[src/rtl/strela_exec_ctrl.sv]
// strela_exec_ctrl: run-state FSM turning CSR command pulses into config/exec launches, completion flags and perf counters
module strela_exec_ctrl #(
    parameter int unsigned OUTPUT_NODES_NUM = 4
) (
    input  logic                            clk_i,
    input  logic                            rst_ni,
    input  logic                            load_configuration_i,
    input  logic                            start_execution_i,
    input  logic                            clear_cgra_i,
    input  logic [16*OUTPUT_NODES_NUM-1:0]  data_output_size_i,
    input  logic                            config_done_i,
    input  logic [OUTPUT_NODES_NUM-1:0]     output_done_i,
    input  logic                            stall_i,
    output logic                            config_start_o,
    output logic                            exec_start_o,
    output logic                            cgra_clear_o,
    output logic                            done_config_o,
    output logic                            done_exec_output_o,
    output logic [31:0]                     cycle_count_load_config_o,
    output logic [31:0]                     cycle_count_execute_o,
    output logic [31:0]                     cycle_count_stall_o
);
    typedef enum logic [1:0] {IDLE, CONFIG, EXEC} state_t;

    state_t                        state_q, state_d;
    logic [OUTPUT_NODES_NUM-1:0]   active_q, done_q, size_nz;
    logic                          exec_complete, cfg_start_d, exec_start_d, in_cfg, in_exec;
    logic [31:0]                   cnt_cfg, cnt_exec, cnt_stall;

    function automatic logic [31:0] sat_inc(input logic [31:0] c);
        return (c == 32'hFFFF_FFFF) ? c : c + 32'd1;
    endfunction

    for (genvar k = 0; k < OUTPUT_NODES_NUM; k++) begin : g_size
        assign size_nz[k] = |data_output_size_i[16*k +: 16];
    end

    // A node counts as finished if it already reported, reports now, or was never used.
    assign exec_complete = &(done_q | output_done_i | ~active_q);

    assign cycle_count_load_config_o = cnt_cfg;
    assign cycle_count_execute_o     = cnt_exec;
    assign cycle_count_stall_o       = cnt_stall;

    // State register
    always_ff @(posedge clk_i or negedge rst_ni) begin
        if (!rst_ni) state_q <= IDLE;
        else         state_q <= state_d;
    end

    // Next-state logic: commands only accepted in IDLE, clear overrides everything
    always_comb begin
        state_d = state_q;
        case (state_q)
            IDLE:    state_d = load_configuration_i ? CONFIG : start_execution_i ? EXEC : IDLE;
            CONFIG:  state_d = config_done_i ? IDLE : CONFIG;
            EXEC:    state_d = exec_complete ? IDLE : EXEC;
            default: state_d = IDLE;
        endcase
        if (clear_cgra_i) state_d = IDLE;
    end

    // Output decode: launch requests and per-state enables (load beats start, clear beats both)
    always_comb begin
        in_cfg       = (state_q == CONFIG);
        in_exec      = (state_q == EXEC);
        cfg_start_d  = (state_q == IDLE) && load_configuration_i && !clear_cgra_i;
        exec_start_d = (state_q == IDLE) && start_execution_i && !load_configuration_i && !clear_cgra_i;
    end

    // Launch pulses, sticky done flags, node masks and saturating counters
    always_ff @(posedge clk_i or negedge rst_ni) begin
        if (!rst_ni) begin
            config_start_o     <= 1'b0;
            exec_start_o       <= 1'b0;
            cgra_clear_o       <= 1'b0;
            done_config_o      <= 1'b0;
            done_exec_output_o <= 1'b0;
            active_q           <= '0;
            done_q             <= '0;
            cnt_cfg            <= '0;
            cnt_exec           <= '0;
            cnt_stall          <= '0;
        end else begin
            config_start_o     <= cfg_start_d;
            exec_start_o       <= exec_start_d;
            cgra_clear_o       <= clear_cgra_i;
            done_config_o      <= (clear_cgra_i || cfg_start_d) ? 1'b0 :
                                  (in_cfg && config_done_i) ? 1'b1 : done_config_o;
            done_exec_output_o <= (clear_cgra_i || exec_start_d) ? 1'b0 :
                                  (in_exec && exec_complete) ? 1'b1 : done_exec_output_o;
            active_q           <= exec_start_d ? size_nz : active_q;
            done_q             <= exec_start_d ? '0 : in_exec ? (done_q | output_done_i) : done_q;
            cnt_cfg            <= cfg_start_d ? '0 : in_cfg ? sat_inc(cnt_cfg) : cnt_cfg;
            cnt_exec           <= exec_start_d ? '0 : in_exec ? sat_inc(cnt_exec) : cnt_exec;
            cnt_stall          <= exec_start_d ? '0 : (in_exec && stall_i) ? sat_inc(cnt_stall) : cnt_stall;
        end
    end
endmodule

[config.mk]
export PLATFORM = sky130hd
export DESIGN_NAME = strela_exec_ctrl
export DESIGN_NICKNAME = d
export VERILOG_FILES = /design/src/rtl/strela_exec_ctrl.sv
export SDC_FILE = /design/constraint.sdc
export NUM_CORES = 1
export LEC_CHECK = 0
export CAP_MARGIN = 20
export CORE_MARGIN = 2
export CORE_UTILIZATION = 25
export DETAILED_ROUTE_END_ITERATION = 12
export GPL_TIMING_DRIVEN = 0
export PLACE_DENSITY = 0.57
export SYNTH_ARGS = -nofsm -noshare
export SYNTH_HDL_FRONTEND = slang
export SYNTH_SLANG_ARGS = --single-unit
[constraint.sdc]
create_clock -name clk_i -period 2.89 [get_ports clk_i]
set_input_delay 0.578 -clock clk_i [delete_from_list [all_inputs] [get_ports clk_i]]
set_output_delay 0.578 -clock clk_i [all_outputs]
set_load 0.1 [all_outputs]
==> qor.log, run 1 <==
[outcome] run status complete, no violations
[cells_and_area] fill cell count 2698
[cts] number of buffers created by CTS 9
[cts] cell at the root of the clock tree clkbuf_16
[worst_setup_path] required time of the critical path 3.09 ns
[cells_and_area] total number of nets in the final design 1027
[pwr] static leakage power 3.43 nW
[yosys] Post-synth EDFFs 0
[place] pre-CTS worst setup slack -0.243 ns
[yosys] count of yosys warnings during synthesis 0
[place] number of port buffers 175
[floorplan] die span in x 168 um
[sta] highest clock frequency the design can meet 365 MHz
[cells_and_area] Seq. cell area 0.00278 mm2
[cts] CTS clock-pin slew for the worst setup and hold paths 0.08 ns
[worst_setup_path] class of the most critical setup path primary input to flop
[worst_setup_path] top fanout value on the critical path 10
[cells_and_area] synthesis-to-finish area growth 37.8%
[run] max-cap viol count 0
[sta] final setup violating endpoints 0
[cts] post-CTS setup repair buffer count 0
[floorplan] effective utilization at floorplan 25.6%
[cts] # H-tree levels 3
[worst_hold_path] min-delay worst type primary input to async pin
[routing] number of detailed-route iterations in the first pass 6
[place] Placed Instances 1272
[pwr] overall power of the completed layout 4.99 mW
[routing] vias 7201
[worst_setup_path] cell type with the highest occurrence count on the critical path clkbuf_1
[sta] unrepaired setup endpoints after global routing no
[pwr] Power Internal 2.87 mW
[pwr] maximum vdd ir drop 475 uV
[routing] WL/cell 18.4 um
[routing] vias per inst 5.59
[worst_setup_path] slowest stage cell, crit path clkbuf_1
[floorplan] die area 0.0282 mm2
[yosys] Syn Std Cell Area 0.00671 mm2
[floorplan] Boundary Pins 176
[yosys] cells after synthesis 761
[yosys] largest cells by area after synthesis dfrtp_1 (41%), nand3_1 (4.2%), nand2_1 (3.7%)
[cts] cells resized by post-CTS repair 0
[pwr] total power density per cell area 539 mW/mm2
[pwr] part of the power in the clock network 26.6%
[sta] minimum period implied by the final worst setup slack 2.74 ns
[yosys] average cell area after synthesis 8.82 um2
[cells_and_area] Final Core Density 35.3%
[yosys] share of Yosys cell area claimed by the top area cell type 41.4%
[floorplan] area of the core 0.0262 mm2
[cts] Hold-fix buffers, CTS 0
[yosys] ys async rst share 100%
[pwr] Reg power frac 38.2%
[place] HPWL Detailed 17200 um
[yosys] synthesized netlist net count 839
[cts] # clock sinks 111
[place] cell area after placement 0.00892 mm2
[cts] clock insertion delay at the later pin of the skew report 0.37 ns
[sta] minimum hold slack 0.144 ns
[sta] transition time at the pin with the least slew margin 1.09 ns
[global_routing] first-pass GRT wire length 37700 um
[cts] TritonCTS clock tree yes
[cells_and_area] fraction of layout instances using a drive strength above 1 6.29%
[cells_and_area] Finished Layout Cells 1289
[routing] DRC violations left 0
[sta] Setup TNS 0 ns
[cts] buffer levels on the longest clock path 2
[global_routing] vias in the first global route 6780
[yosys] library cells used by synthesis 68
[sta] Final WS setup 0.149 ns
[yosys] biggest area consumer among synthesized cells dfrtp_1
[place] Placer Congestion 0.877
[yosys] Seq/Total Area, Yosys 41.4%
[cells_and_area] Diodes inserted 0
[global_routing] antenna violations before repair 0
[global_routing] overall global routing resource usage 16.6%
[sta] number of failing hold endpoints at the final stage 0
[cells_and_area] Layout Cell Area excl Fill 0.00925 mm2
[sta] ratio of final minimum period to clock period 94.8%
[worst_setup_path] nature of the critical path endpoint flop
[floorplan] vertical die dimension 168 um
[sta] final slew viol count 0
[yosys] FF+latch count, synth 111
[routing] Routed WL 23700 um
[routing] remaining number of nets flagged by the antenna check after routing 0
[sta] final clock skew 0.0167 ns
[global_routing] grt total ovfl 0
[pwr] Comb power frac 35.3%
[pwr] Sw Pwr 2.12 mW
[worst_setup_path] chain of cells forming the critical path clkdlybuf4s50_1 > or4_1 > clkbuf_1 > o21ai_0 > clkbuf_1 > a31oi_1
[global_routing] largest net degree at the start of global routing 65
[cells_and_area] multi-input combinational cell area 0.00360 mm2
[worst_setup_path] highest cell delay on the worst timing path 0.57 ns
[worst_setup_path] Setup crit start kind primary input
[floorplan] cell row count 59
[yosys] primary flip-flop cell chosen by synthesis mapping dfrtp_1
[pwr] switching fraction of total power 42.5%
[sta] normalized max-slew margin 26.6%
[routing] drt initial violations 550
[worst_setup_path] arrival time at the worst endpoint 2.94 ns
## cells in the final DEF, fill, tap and decap left out, types with 9 or more instances in the layout
| cell | count |
|---|---|
| clkdlybuf4s50_1 | 174 |
| dfrtp_1 | 106 |
| nand2_1 | 67 |
| nand3_1 | 56 |
| nor4_1 | 38 |
| a31oi_1 | 36 |
| nand4_1 | 35 |
| inv_1 | 31 |
| nor2_1 | 31 |
| clkbuf_1 | 30 |
| a21oi_1 | 29 |
| or4_1 | 26 |
| o31ai_1 | 24 |
| o21ai_0 | 21 |
| and3_1 | 20 |
| nor3_1 | 16 |
| mux2i_1 | 16 |
| or3_1 | 13 |
| and4_1 | 12 |
| and2_1 | 12 |
| nand2b_1 | 11 |
| a41oi_1 | 11 |
| buf_2 | 10 |
| o31a_1 | 10 |
| clkbuf_16 | 9 |
## worst max-delay path, delay by kind of cell
family | cells | cell delay, ns
simple gates | 1 | 0.55
buf+inv | 3 | 1.34
compound gates | 2 | 0.47
## metal layers
metal | part of all wire, % | GRT usage [%]
met5 | 0 | 0
met4 | 1.5 | 4.95
met3 | 6.4 | 2.14
met2 | 48 | 27.4
met1 | 44 | 22.8
## cells in the mapped netlist (3+ instances only)
| master | number |
|---|---|
| a311oi_1 | 6 |
| nor4_1 | 40 |
| o31ai_1 | 24 |
| o31a_1 | 10 |
| nor3_1 | 17 |
| o211ai_1 | 7 |
| o41ai_1 | 3 |
| inv_1 | 31 |
| or3_1 | 13 |
| o41a_1 | 3 |
| a41oi_1 | 11 |
| and2_1 | 12 |
| ha_1 | 3 |
| buf_2 | 9 |
| a211o_1 | 8 |
| clkbuf_1 | 32 |
| or4_1 | 26 |
| nand4_1 | 35 |
| o21ai_0 | 21 |
| and4_1 | 12 |
| mux2i_1 | 16 |
| o311ai_0 | 3 |
| buf_4 | 3 |
| a31oi_1 | 36 |
| nand2b_1 | 11 |
| nor2b_1 | 3 |
| nand2_1 | 67 |
| and3_1 | 20 |
| nand3_1 | 56 |
| buf_1 | 5 |
| nor2_1 | 32 |
| dfrtp_1 | 111 |
| a21oi_1 | 29 |
| a2111oi_0 | 3 |
## logic make-up (layout without fill, tap and decap cells)
group	after synthesis	count (layout)	synth area share [%]
AOI/OAI and AO/OA	189	189	20.1
buffers and inverters	83	276	5.26
muxes	16	16	2.39
DFF	111	111	41.4
xor gates and xnor gates	1	1	0.130
adders and majority gates	3	3	0.559
and+or+nand+nor	358	358	30.2
## cell type report
| class | count | share of cell area, % |
|---|---|---|
| multi-input cells | 567 | 38.9 |
| flip-flops and latches | 111 | 30.1 |
| repair buffers | 177 | 19.3 |
| well taps | 335 | 4.53 |
| plain buffers | 51 | 2.57 |
| clock buffers | 9 | 2.43 |
| inverters | 32 | 1.30 |
| clock inverters | 7 | 0.852 |
## path summary, 6_finish.rpt
kind,start,depth (start not counted),slack [ns],end
min,rst_ni,1,0.14,done_q[1]$_DFFE_PN0P_
max,clear_cgra_i,6,0.15,cycle_count_stall_o[15]$_DFFE_PN0P_
max reg2reg,cycle_count_load_config_o[0]$_DFFE_PN0P_,8,0.18,cycle_count_load_config_o[15]$_DFFE_PN0P_
max in group asynchronous,rst_ni,2,2.04,cycle_count_stall_o[28]$_DFFE_PN0P_
min reg2reg,active_q[2]$_DFFE_PN0P_,2,0.48,active_q[2]$_DFFE_PN0P_
min in group clk_i,active_q[2]$_DFFE_PN0P_,2,0.48,active_q[2]$_DFFE_PN0P_
## state kept, by name (all words and copies together) (netlist names), 2 cells and up
register                   flops
cycle_count_execute_o         32
state_q                        2
active_q                       4
done_q                         4
cycle_count_stall_o           32
cycle_count_load_config_o     32
## power groups by stage
| stage | sequential (mW) | clock (mW) | combinational [mW] |
|---|---|---|---|
| 2_1_floorplan | 2.79 | 0 | 0.337 |
| 3_3_place_gp | 1.93 | 0 | 1.75 |
| 3_5_place_dp | 1.93 | 0 | 1.76 |
| 4_1_cts | 1.90 | 1.37 | 1.77 |
| 5_1_grt | 1.93 | 1.43 | 1.84 |
| 6_report | 1.90 | 1.33 | 1.76 |
(Power assumes the default switching activity.)
==> run 2: changes to the inputs <==
--- a/config.mk
+++ b/config.mk
@@ -8,6 +8,7 @@
 export CAP_MARGIN = 20
 export CORE_MARGIN = 2
 export CORE_UTILIZATION = 25
+export CTS_CLUSTER_SIZE = 12
 export DETAILED_ROUTE_END_ITERATION = 12
 export GPL_TIMING_DRIVEN = 0
 export PLACE_DENSITY = 0.57
==> results of run 2 <==
No change in the layout: final DEF, timing and power equal those of run 1.
